### src/rtl/i2s_dma_reader_if.sv
// Memory read command/data bus between the i2s DMA reader (master) and the memory port (slave).
interface i2s_dma_reader_if #(
  parameter int ADDR_WIDTH = 32,
  parameter int SIZE_WIDTH = 24
);
  logic                  mem_rd_req;
  logic [ADDR_WIDTH-1:0] mem_rd_addr;
  logic [SIZE_WIDTH-1:0] mem_rd_count;
  logic                  mem_rd_ack;
  logic                  mem_rd_valid;
  logic [31:0]           mem_rd_data;

  modport master (
    output mem_rd_req, mem_rd_addr, mem_rd_count,
    input  mem_rd_ack, mem_rd_valid, mem_rd_data
  );

  modport slave (
    input  mem_rd_req, mem_rd_addr, mem_rd_count,
    output mem_rd_ack, mem_rd_valid, mem_rd_data
  );
endinterface

### src/rtl/i2s_dma_reader.sv
// Reads request_size words from a circular audio buffer in bursts of at most MAX_BURST
// and forwards each word on a strobe interface; owns the buffer read pointer.
module i2s_dma_reader #(
  parameter int ADDR_WIDTH = 32,
  parameter int SIZE_WIDTH = 24,
  parameter int MAX_BURST  = 256
) (
  input  logic                  clk,
  input  logic                  rst,
  input  logic                  i_enable,
  input  logic [ADDR_WIDTH-1:0] i_buf_base,
  input  logic [SIZE_WIDTH-1:0] i_buf_len,
  input  logic                  i_restart,
  input  logic                  i_request_data,
  input  logic [SIZE_WIDTH-1:0] i_request_size,
  output logic                  o_request_finished,
  output logic                  o_memory_data_strobe,
  output logic [31:0]           o_memory_data,
  output logic                  o_busy,
  output logic [15:0]           o_wrap_count,
  output logic                  o_error,
  i2s_dma_reader_if.master      mem
);

  typedef enum logic [2:0] {
    S_IDLE   = 3'd0,
    S_SETUP  = 3'd1,
    S_ISSUE  = 3'd2,
    S_DATA   = 3'd3,
    S_NEXT   = 3'd4,
    S_FINISH = 3'd5
  } state_t;

  localparam logic [SIZE_WIDTH-1:0] LP_MAX = SIZE_WIDTH'(MAX_BURST);
  localparam logic [SIZE_WIDTH-1:0] LP_ONE = SIZE_WIDTH'(1);

  state_t                r_state;
  state_t                w_next;
  logic [SIZE_WIDTH-1:0] r_offset;
  logic [SIZE_WIDTH-1:0] r_remaining;
  logic [SIZE_WIDTH-1:0] r_burst;
  logic [SIZE_WIDTH-1:0] r_cnt;
  logic                  r_restart;
  logic                  r_req;
  logic [ADDR_WIDTH-1:0] r_addr;
  logic [SIZE_WIDTH-1:0] r_count;
  logic                  r_strobe;
  logic [31:0]           r_data;
  logic                  r_fin;
  logic                  r_busy;
  logic [15:0]           r_wrap;
  logic                  r_error;

  logic                  w_accept;
  logic [SIZE_WIDTH-1:0] w_off_eff;
  logic [SIZE_WIDTH-1:0] w_space;
  logic [SIZE_WIDTH-1:0] w_min_rem;
  logic [SIZE_WIDTH-1:0] w_burst;
  logic [SIZE_WIDTH-1:0] w_off_sum;
  logic [SIZE_WIDTH-1:0] w_rem_next;
  logic                  w_last_word;
  logic [15:0]           w_wrap_inc;

  assign w_accept    = (r_state == S_IDLE) && i_request_data && i_enable;
  // An offset at or past a shrunken buffer end restarts from the buffer start.
  assign w_off_eff   = (r_offset >= i_buf_len) ? {SIZE_WIDTH{1'b0}} : r_offset;
  assign w_space     = i_buf_len - w_off_eff;
  assign w_min_rem   = (r_remaining < LP_MAX) ? r_remaining : LP_MAX;
  assign w_burst     = (w_min_rem < w_space) ? w_min_rem : w_space;
  assign w_off_sum   = r_offset + r_burst;
  assign w_rem_next  = r_remaining - r_burst;
  assign w_last_word = mem.mem_rd_valid && ((r_cnt + LP_ONE) == r_burst);
  assign w_wrap_inc  = (r_wrap == 16'hFFFF) ? r_wrap : (r_wrap + 16'd1);

  assign o_request_finished   = r_fin;
  assign o_memory_data_strobe = r_strobe;
  assign o_memory_data        = r_data;
  assign o_busy               = r_busy;
  assign o_wrap_count         = r_wrap;
  assign o_error              = r_error;
  assign mem.mem_rd_req       = r_req;
  assign mem.mem_rd_addr      = r_addr;
  assign mem.mem_rd_count     = r_count;

  always_ff @(posedge clk or negedge rst) begin
    if (!rst) begin
      r_state <= S_IDLE;
    end else begin
      r_state <= w_next;
    end
  end

  always_comb begin
    w_next = r_state;
    case (r_state)
      S_IDLE: begin
        if (w_accept) begin
          if ((i_buf_len == '0) || (i_request_size == '0)) w_next = S_FINISH;
          else w_next = S_SETUP;
        end else begin
          w_next = S_IDLE;
        end
      end
      S_SETUP: begin
        if (i_buf_len == '0) w_next = S_FINISH;
        else w_next = S_ISSUE;
      end
      S_ISSUE: begin
        if (mem.mem_rd_ack) w_next = S_DATA;
        else w_next = S_ISSUE;
      end
      S_DATA: begin
        if (w_last_word) w_next = S_NEXT;
        else w_next = S_DATA;
      end
      S_NEXT: begin
        if ((w_rem_next == '0) || !i_enable) w_next = S_FINISH;
        else w_next = S_SETUP;
      end
      S_FINISH: w_next = S_IDLE;
      default:  w_next = S_IDLE;
    endcase
  end

  // Finish pulse lands right after the last strobe, or one cycle into FINISH on short paths.
  always_ff @(posedge clk or negedge rst) begin
    if (!rst) begin
      r_offset    <= '0;
      r_remaining <= '0;
      r_burst     <= '0;
      r_cnt       <= '0;
      r_restart   <= 1'b0;
      r_req       <= 1'b0;
      r_addr      <= '0;
      r_count     <= '0;
      r_strobe    <= 1'b0;
      r_data      <= '0;
      r_fin       <= 1'b0;
      r_busy      <= 1'b0;
      r_wrap      <= '0;
      r_error     <= 1'b0;
    end else begin
      r_strobe  <= 1'b0;
      r_fin     <= ((r_state == S_NEXT) && (w_next == S_FINISH)) ||
                   ((r_state == S_FINISH) && !r_fin);
      r_busy    <= (w_next != S_IDLE);
      r_restart <= w_accept ? 1'b0 : (r_restart | i_restart);
      if (mem.mem_rd_valid && (r_state != S_DATA)) r_error <= 1'b1;
      case (r_state)
        S_IDLE: begin
          if (w_accept) begin
            r_remaining <= i_request_size;
            if (r_restart || i_restart) r_offset <= '0;
            if (i_buf_len == '0) r_error <= 1'b1;
          end
        end
        S_SETUP: begin
          if (i_buf_len == '0) begin
            r_error <= 1'b1;
          end else begin
            if (r_offset >= i_buf_len) r_error <= 1'b1;
            r_offset <= w_off_eff;
            r_burst  <= w_burst;
            r_cnt    <= '0;
            r_addr   <= i_buf_base + ADDR_WIDTH'(w_off_eff);
            r_count  <= w_burst;
            r_req    <= 1'b1;
          end
        end
        S_ISSUE: begin
          if (mem.mem_rd_ack) r_req <= 1'b0;
        end
        S_DATA: begin
          if (mem.mem_rd_valid) begin
            r_strobe <= 1'b1;
            r_data   <= mem.mem_rd_data;
            r_cnt    <= r_cnt + LP_ONE;
          end
        end
        S_NEXT: begin
          r_remaining <= w_rem_next;
          if (w_off_sum == i_buf_len) begin
            r_offset <= '0;
            r_wrap   <= w_wrap_inc;
          end else begin
            r_offset <= w_off_sum;
          end
        end
        default: r_req <= r_req;
      endcase
    end
  end

endmodule
### src/flat_wrapper.sv
// flat-port wrapper written by rule: the top's interface ports become plain ports
module i2s_dma_reader_flat 
#(
  parameter int ADDR_WIDTH = 32,
  parameter int SIZE_WIDTH = 24,
  parameter int MAX_BURST  = 256
)
  (clk, rst, i_enable, i_buf_base, i_buf_len, i_restart, i_request_data, i_request_size, o_request_finished, o_memory_data_strobe, o_memory_data, o_busy, o_wrap_count, o_error, mem_mem_rd_req, mem_mem_rd_addr, mem_mem_rd_count, mem_mem_rd_ack, mem_mem_rd_valid, mem_mem_rd_data);
  i2s_dma_reader_if #(.ADDR_WIDTH(ADDR_WIDTH), .SIZE_WIDTH(SIZE_WIDTH)) mem_i ();
  input  logic clk;
  input  logic rst;
  input  logic i_enable;
  input  logic [ADDR_WIDTH-1:0] i_buf_base;
  input  logic [SIZE_WIDTH-1:0] i_buf_len;
  input  logic i_restart;
  input  logic i_request_data;
  input  logic [SIZE_WIDTH-1:0] i_request_size;
  output logic o_request_finished;
  output logic o_memory_data_strobe;
  output logic [31:0] o_memory_data;
  output logic o_busy;
  output logic [15:0] o_wrap_count;
  output logic o_error;
  output wire logic [$bits(mem_i.mem_rd_req)-1:0] mem_mem_rd_req;
  output wire logic [$bits(mem_i.mem_rd_addr)-1:0] mem_mem_rd_addr;
  output wire logic [$bits(mem_i.mem_rd_count)-1:0] mem_mem_rd_count;
  input wire logic [$bits(mem_i.mem_rd_ack)-1:0] mem_mem_rd_ack;
  input wire logic [$bits(mem_i.mem_rd_valid)-1:0] mem_mem_rd_valid;
  input wire logic [$bits(mem_i.mem_rd_data)-1:0] mem_mem_rd_data;
  assign mem_mem_rd_req = mem_i.mem_rd_req;
  assign mem_mem_rd_addr = mem_i.mem_rd_addr;
  assign mem_mem_rd_count = mem_i.mem_rd_count;
  assign mem_i.mem_rd_ack = mem_mem_rd_ack;
  assign mem_i.mem_rd_valid = mem_mem_rd_valid;
  assign mem_i.mem_rd_data = mem_mem_rd_data;
  i2s_dma_reader #(.ADDR_WIDTH(ADDR_WIDTH), .SIZE_WIDTH(SIZE_WIDTH), .MAX_BURST(MAX_BURST)) u_core (.clk(clk), .rst(rst), .i_enable(i_enable), .i_buf_base(i_buf_base), .i_buf_len(i_buf_len), .i_restart(i_restart), .i_request_data(i_request_data), .i_request_size(i_request_size), .o_request_finished(o_request_finished), .o_memory_data_strobe(o_memory_data_strobe), .o_memory_data(o_memory_data), .o_busy(o_busy), .o_wrap_count(o_wrap_count), .o_error(o_error), .mem(mem_i));
endmodule
### config.mk
export PLATFORM = sky130hd
export DESIGN_NAME = i2s_dma_reader_flat
export DESIGN_NICKNAME = d
export VERILOG_FILES = /design/src/rtl/i2s_dma_reader_if.sv /design/src/rtl/i2s_dma_reader.sv /design/src/flat_wrapper.sv
export SDC_FILE = /design/constraint.sdc
export NUM_CORES = 1
export LEC_CHECK = 0
export ABC_AREA = 0
export BUFFER_PORTS_ARGS = -buffer_cell sky130_fd_sc_hd__buf_2
export CAP_MARGIN = 20
export CORE_MARGIN = 4
export CORE_UTILIZATION = 35
export DETAILED_ROUTE_END_ITERATION = 7
export HOLD_SLACK_MARGIN = 0.05
export SYNTH_ARGS = -nofsm -noshare
export SYNTH_HDL_FRONTEND = slang
export SYNTH_SLANG_ARGS = --single-unit
export TNS_END_PERCENT = 10
### constraint.sdc
create_clock -name clk -period 7.7 [get_ports clk]
set_input_delay 1.925 -clock clk [delete_from_list [all_inputs] [get_ports clk]]
set_output_delay 1.925 -clock clk [all_outputs]
set_load 0.03 [all_outputs]
==> metrics.txt <==
Async S/R FF share, synth 100%; Port Buf Inserts 227; LEAKAGE 9.13 nW; Fmax 138 MHz; residual DRC count 0; Core ar. 43200 um^2; Worst Path Required 8.11 ns; CTS tree built; Register Area 4630 um^2; final core utilization 42.4%; Synth Register Bits 185; total track usage 22.1%; critical path launch point type primary input; worst skew pair latency 0.50 ns; Place WS -0.307 ns; Detail Placement HPWL 41200 um; WHS Endpoint u_core.o_memory_data[17]; critical path endpoint category register; hold path start u_core.o_memory_data[17]; R2R setup slack 1.52 ns; # IOs 228; kind of critical path primary input to register; max_cap viols 0; Final WS setup 0.453 ns; Hold WC Path Type register to register; status completed; first-pass GRT wire length 82000 um; die height 217 um; most frequent cell after synthesis nand2_1; Vias 14900; Synth Warn # 0; Die ar. 47200 um^2; Synth Instances 1850; htree depth 4; GP Congestion 0.978; crit path max fanout 6; total power divided by cell area 400 nW/um^2; clock buffer depth 2; drt total wl 52200 um; CTS Hold Bufs 0; grt ovf 0; crit path time final 7.25 ns; Slew HR 30.9%; Avg Inst Size Synth 8.28 um^2; nets 2392; ys flop type dfrtp_1; initial antenna violation count 4; Fin Hold WS 0.473 ns; reg2reg end u_core.mem.mem_rd_count[19]; number of synthesized flops with an enable pin 0; Seq/Total Area, Yosys 30.2%; floorplan row count 76; CP max stage cell or3b_2; fillers 4417; Critical Path Max Stage Delay 0.44 ns; endpoints failing hold 0; Clock transition at path regs 0.08 ns; crit path DAT 7.65 ns; post-synthesis cell area 15300 um^2; Routed Antenna Nets 0; Hold Path Stages 2; Worst path most repeated cell ha_1; RR Startpoint u_core.r_offset[11]; drt initial violations 1158; drt first pass iters 6; ranking of synthesized cells by area dfrtp_1, ha_1, nand2_1; multi-input logic area 10100 um^2; largest net degree at the start of global routing 89; leading area contributor after synthesis dfrtp_1; Final Setup Violations 0; final worst-path cycle share 94.1%; Die X 217 um; top cell type's share of synthesized area 30.2%; CTS Buf Count 17; WL per Instance 19.1 um; Layout area overhead 19.4%; Distinct cells, synth 84; worst slew pin tran 1.04 ns; Initial Utilization 35.5%; share of layout cells above drive strength 1 17.8%; leading cell types by count after synthesis nand2_1, dfrtp_1, ha_1; post-DR vias/cell 5.46; vias in the first global route 14500; CTS Sinks 185; Root Buffer clkbuf_16; worst ir drop on vdd 0.000225 V; worst-case reg-to-reg path depth 30; Slew Viols, Final 0; Setup Skew 0.0146 ns
==> flip-flops by register name, indices dropped and copies added (netlist names) <==
name / count
u_core.o_wrap_count: 16
u_core.r_cnt: 24
u_core.o_error: 1
u_core.r_restart: 1
u_core.o_memory_data: 32
u_core.mem.mem_rd_addr: 32
u_core.r_remaining: 24
u_core.o_memory_data_strobe: 1
u_core.mem.mem_rd_count: 24
u_core.r_state: 3
u_core.o_request_finished: 1
u_core.r_offset: 24
u_core.mem.mem_rd_req: 1
u_core.o_busy: 1
==> where the power goes <==
part           internal, W  switching (W)  leakage [nW]
logic              0.00184        0.00288          6.47
registers          0.00129       0.000386          2.36
clock network     0.000443       0.000491         0.295
total              0.00357        0.00376          9.13
==> stage by stage <==
| stage | setup TNS [ns] | instances | total power, W | cell area (um^2) |
|---|---|---|---|---|
| CTS | 0 | 2723 | 0.00731 | 18200 |
| finish | 0 | 2729 | 0.00733 | 18300 |
| floorplan | 0 | 1864 | 0.00489 | 15400 |
| global route | -0.00403 | 2726 | 0.00794 | 18300 |
| global placement | -0.766 | 2691 | 0.00628 | 17600 |
| detailed placement | -3.04 | 2691 | 0.00633 | 17600 |
==> worst max-delay path: cells and delay by family <==
kind,cells,cell delay (ns)
compound gates,15,2.87
xor+xnor,1,0.24
fa+ha+maj,4,0.88
buf+inv,4,0.47
simple gates,8,1.29
==> what timing repair did <==
item,4_1_cts,5_1_grt
endpoints found under the setup margin,0,24
setup buffers,0,2
gates resized for setup,0,12
==> worst max-delay path by stage <==
stage | from | to | slack, ns | depth (start not counted)
5_1_grt | i_buf_len[9] | u_core.mem.mem_rd_count[19] | -0.004 | 35
3_3_place_gp | i_buf_len[11] | u_core.mem.mem_rd_count[8] | -0.12 | 34
2_1_floorplan | i_buf_len[0] | u_core.mem.mem_rd_count[19] | 0.11 | 31
3_5_place_dp | i_buf_len[11] | u_core.mem.mem_rd_count[9] | -0.31 | 34
4_1_cts | i_buf_len[11] | u_core.mem.mem_rd_count[19] | 0.18 | 34
6_report | i_buf_len[11] | u_core.mem.mem_rd_count[19] | 0.45 | 32
==> cell usage in the layout (no fill, tap or decap), types with 6 or more instances in the layout <==
cell	netlist	final
clkinv_8	0	7
buf_2	8	226
a22oi_1	23	23
nand3_1	53	51
nor2b_1	16	16
a211o_1	7	7
nand2_1	300	300
a221o_1	6	6
buf_4	0	85
xnor2_1	95	95
xor2_1	57	57
or3_1	15	15
o21a_1	27	27
o21ai_0	136	132
clkbuf_16	0	17
a21o_1	48	48
and2_1	10	10
a22o_1	28	28
a31oi_1	16	16
nor2_1	91	89
o211ai_1	18	18
nor4_1	23	22
mux2i_1	11	11
and3_1	32	32
dfrtp_1	185	185
inv_1	115	115
ha_1	142	142
o22ai_1	8	8
nor3_1	28	28
nand2b_1	16	16
nand4_1	31	31
a211oi_1	17	16
and4_1	11	11
o21ai_1	2	6
conb_1	1	15
a21oi_1	87	84
o31ai_1	19	19
==> metal layers <==
layer	routed length (um)	GRT usage, %	vias to the layer above
met5	0	0	-
met4	1460	7.87	0
met3	3100	3.95	77
met2	23500	34.6	461
met1	24100	30.8	7147
li1	-	-	7223
==> cells by family (layout without fill, tap and decap cells) <==
kind of cell             count (synthesis)  in the layout  share of synthesized area (%)
AND/OR/NAND/NOR                        661            661                           20.6
XOR/XNOR                               156            156                           9.27
flip-flops                             185            185                           30.2
AO/OA/AOI/OAI                          504            504                           22.1
adder cells (fa/ha/maj)                146            146                           12.1
buffers and inverters                  184            460                           4.82
other                                    1             19                         0.0245
multiplexers                            13             13                          0.865
==> layout make-up <==
class                           count  share of cell area, %
Tap cell                          585                   4.00
Timing Repair Buffer              313                   9.85
Inverter                          115                   2.36
Antenna cell                        4                 0.0547
Multi-Input combinational cell   1495                   55.1
Sequential cell                   185                   25.3
Clock inverter                     15                   1.07
Clock buffer                       17                   2.32
No activity file was read; power rests on OpenSTA's default activity.
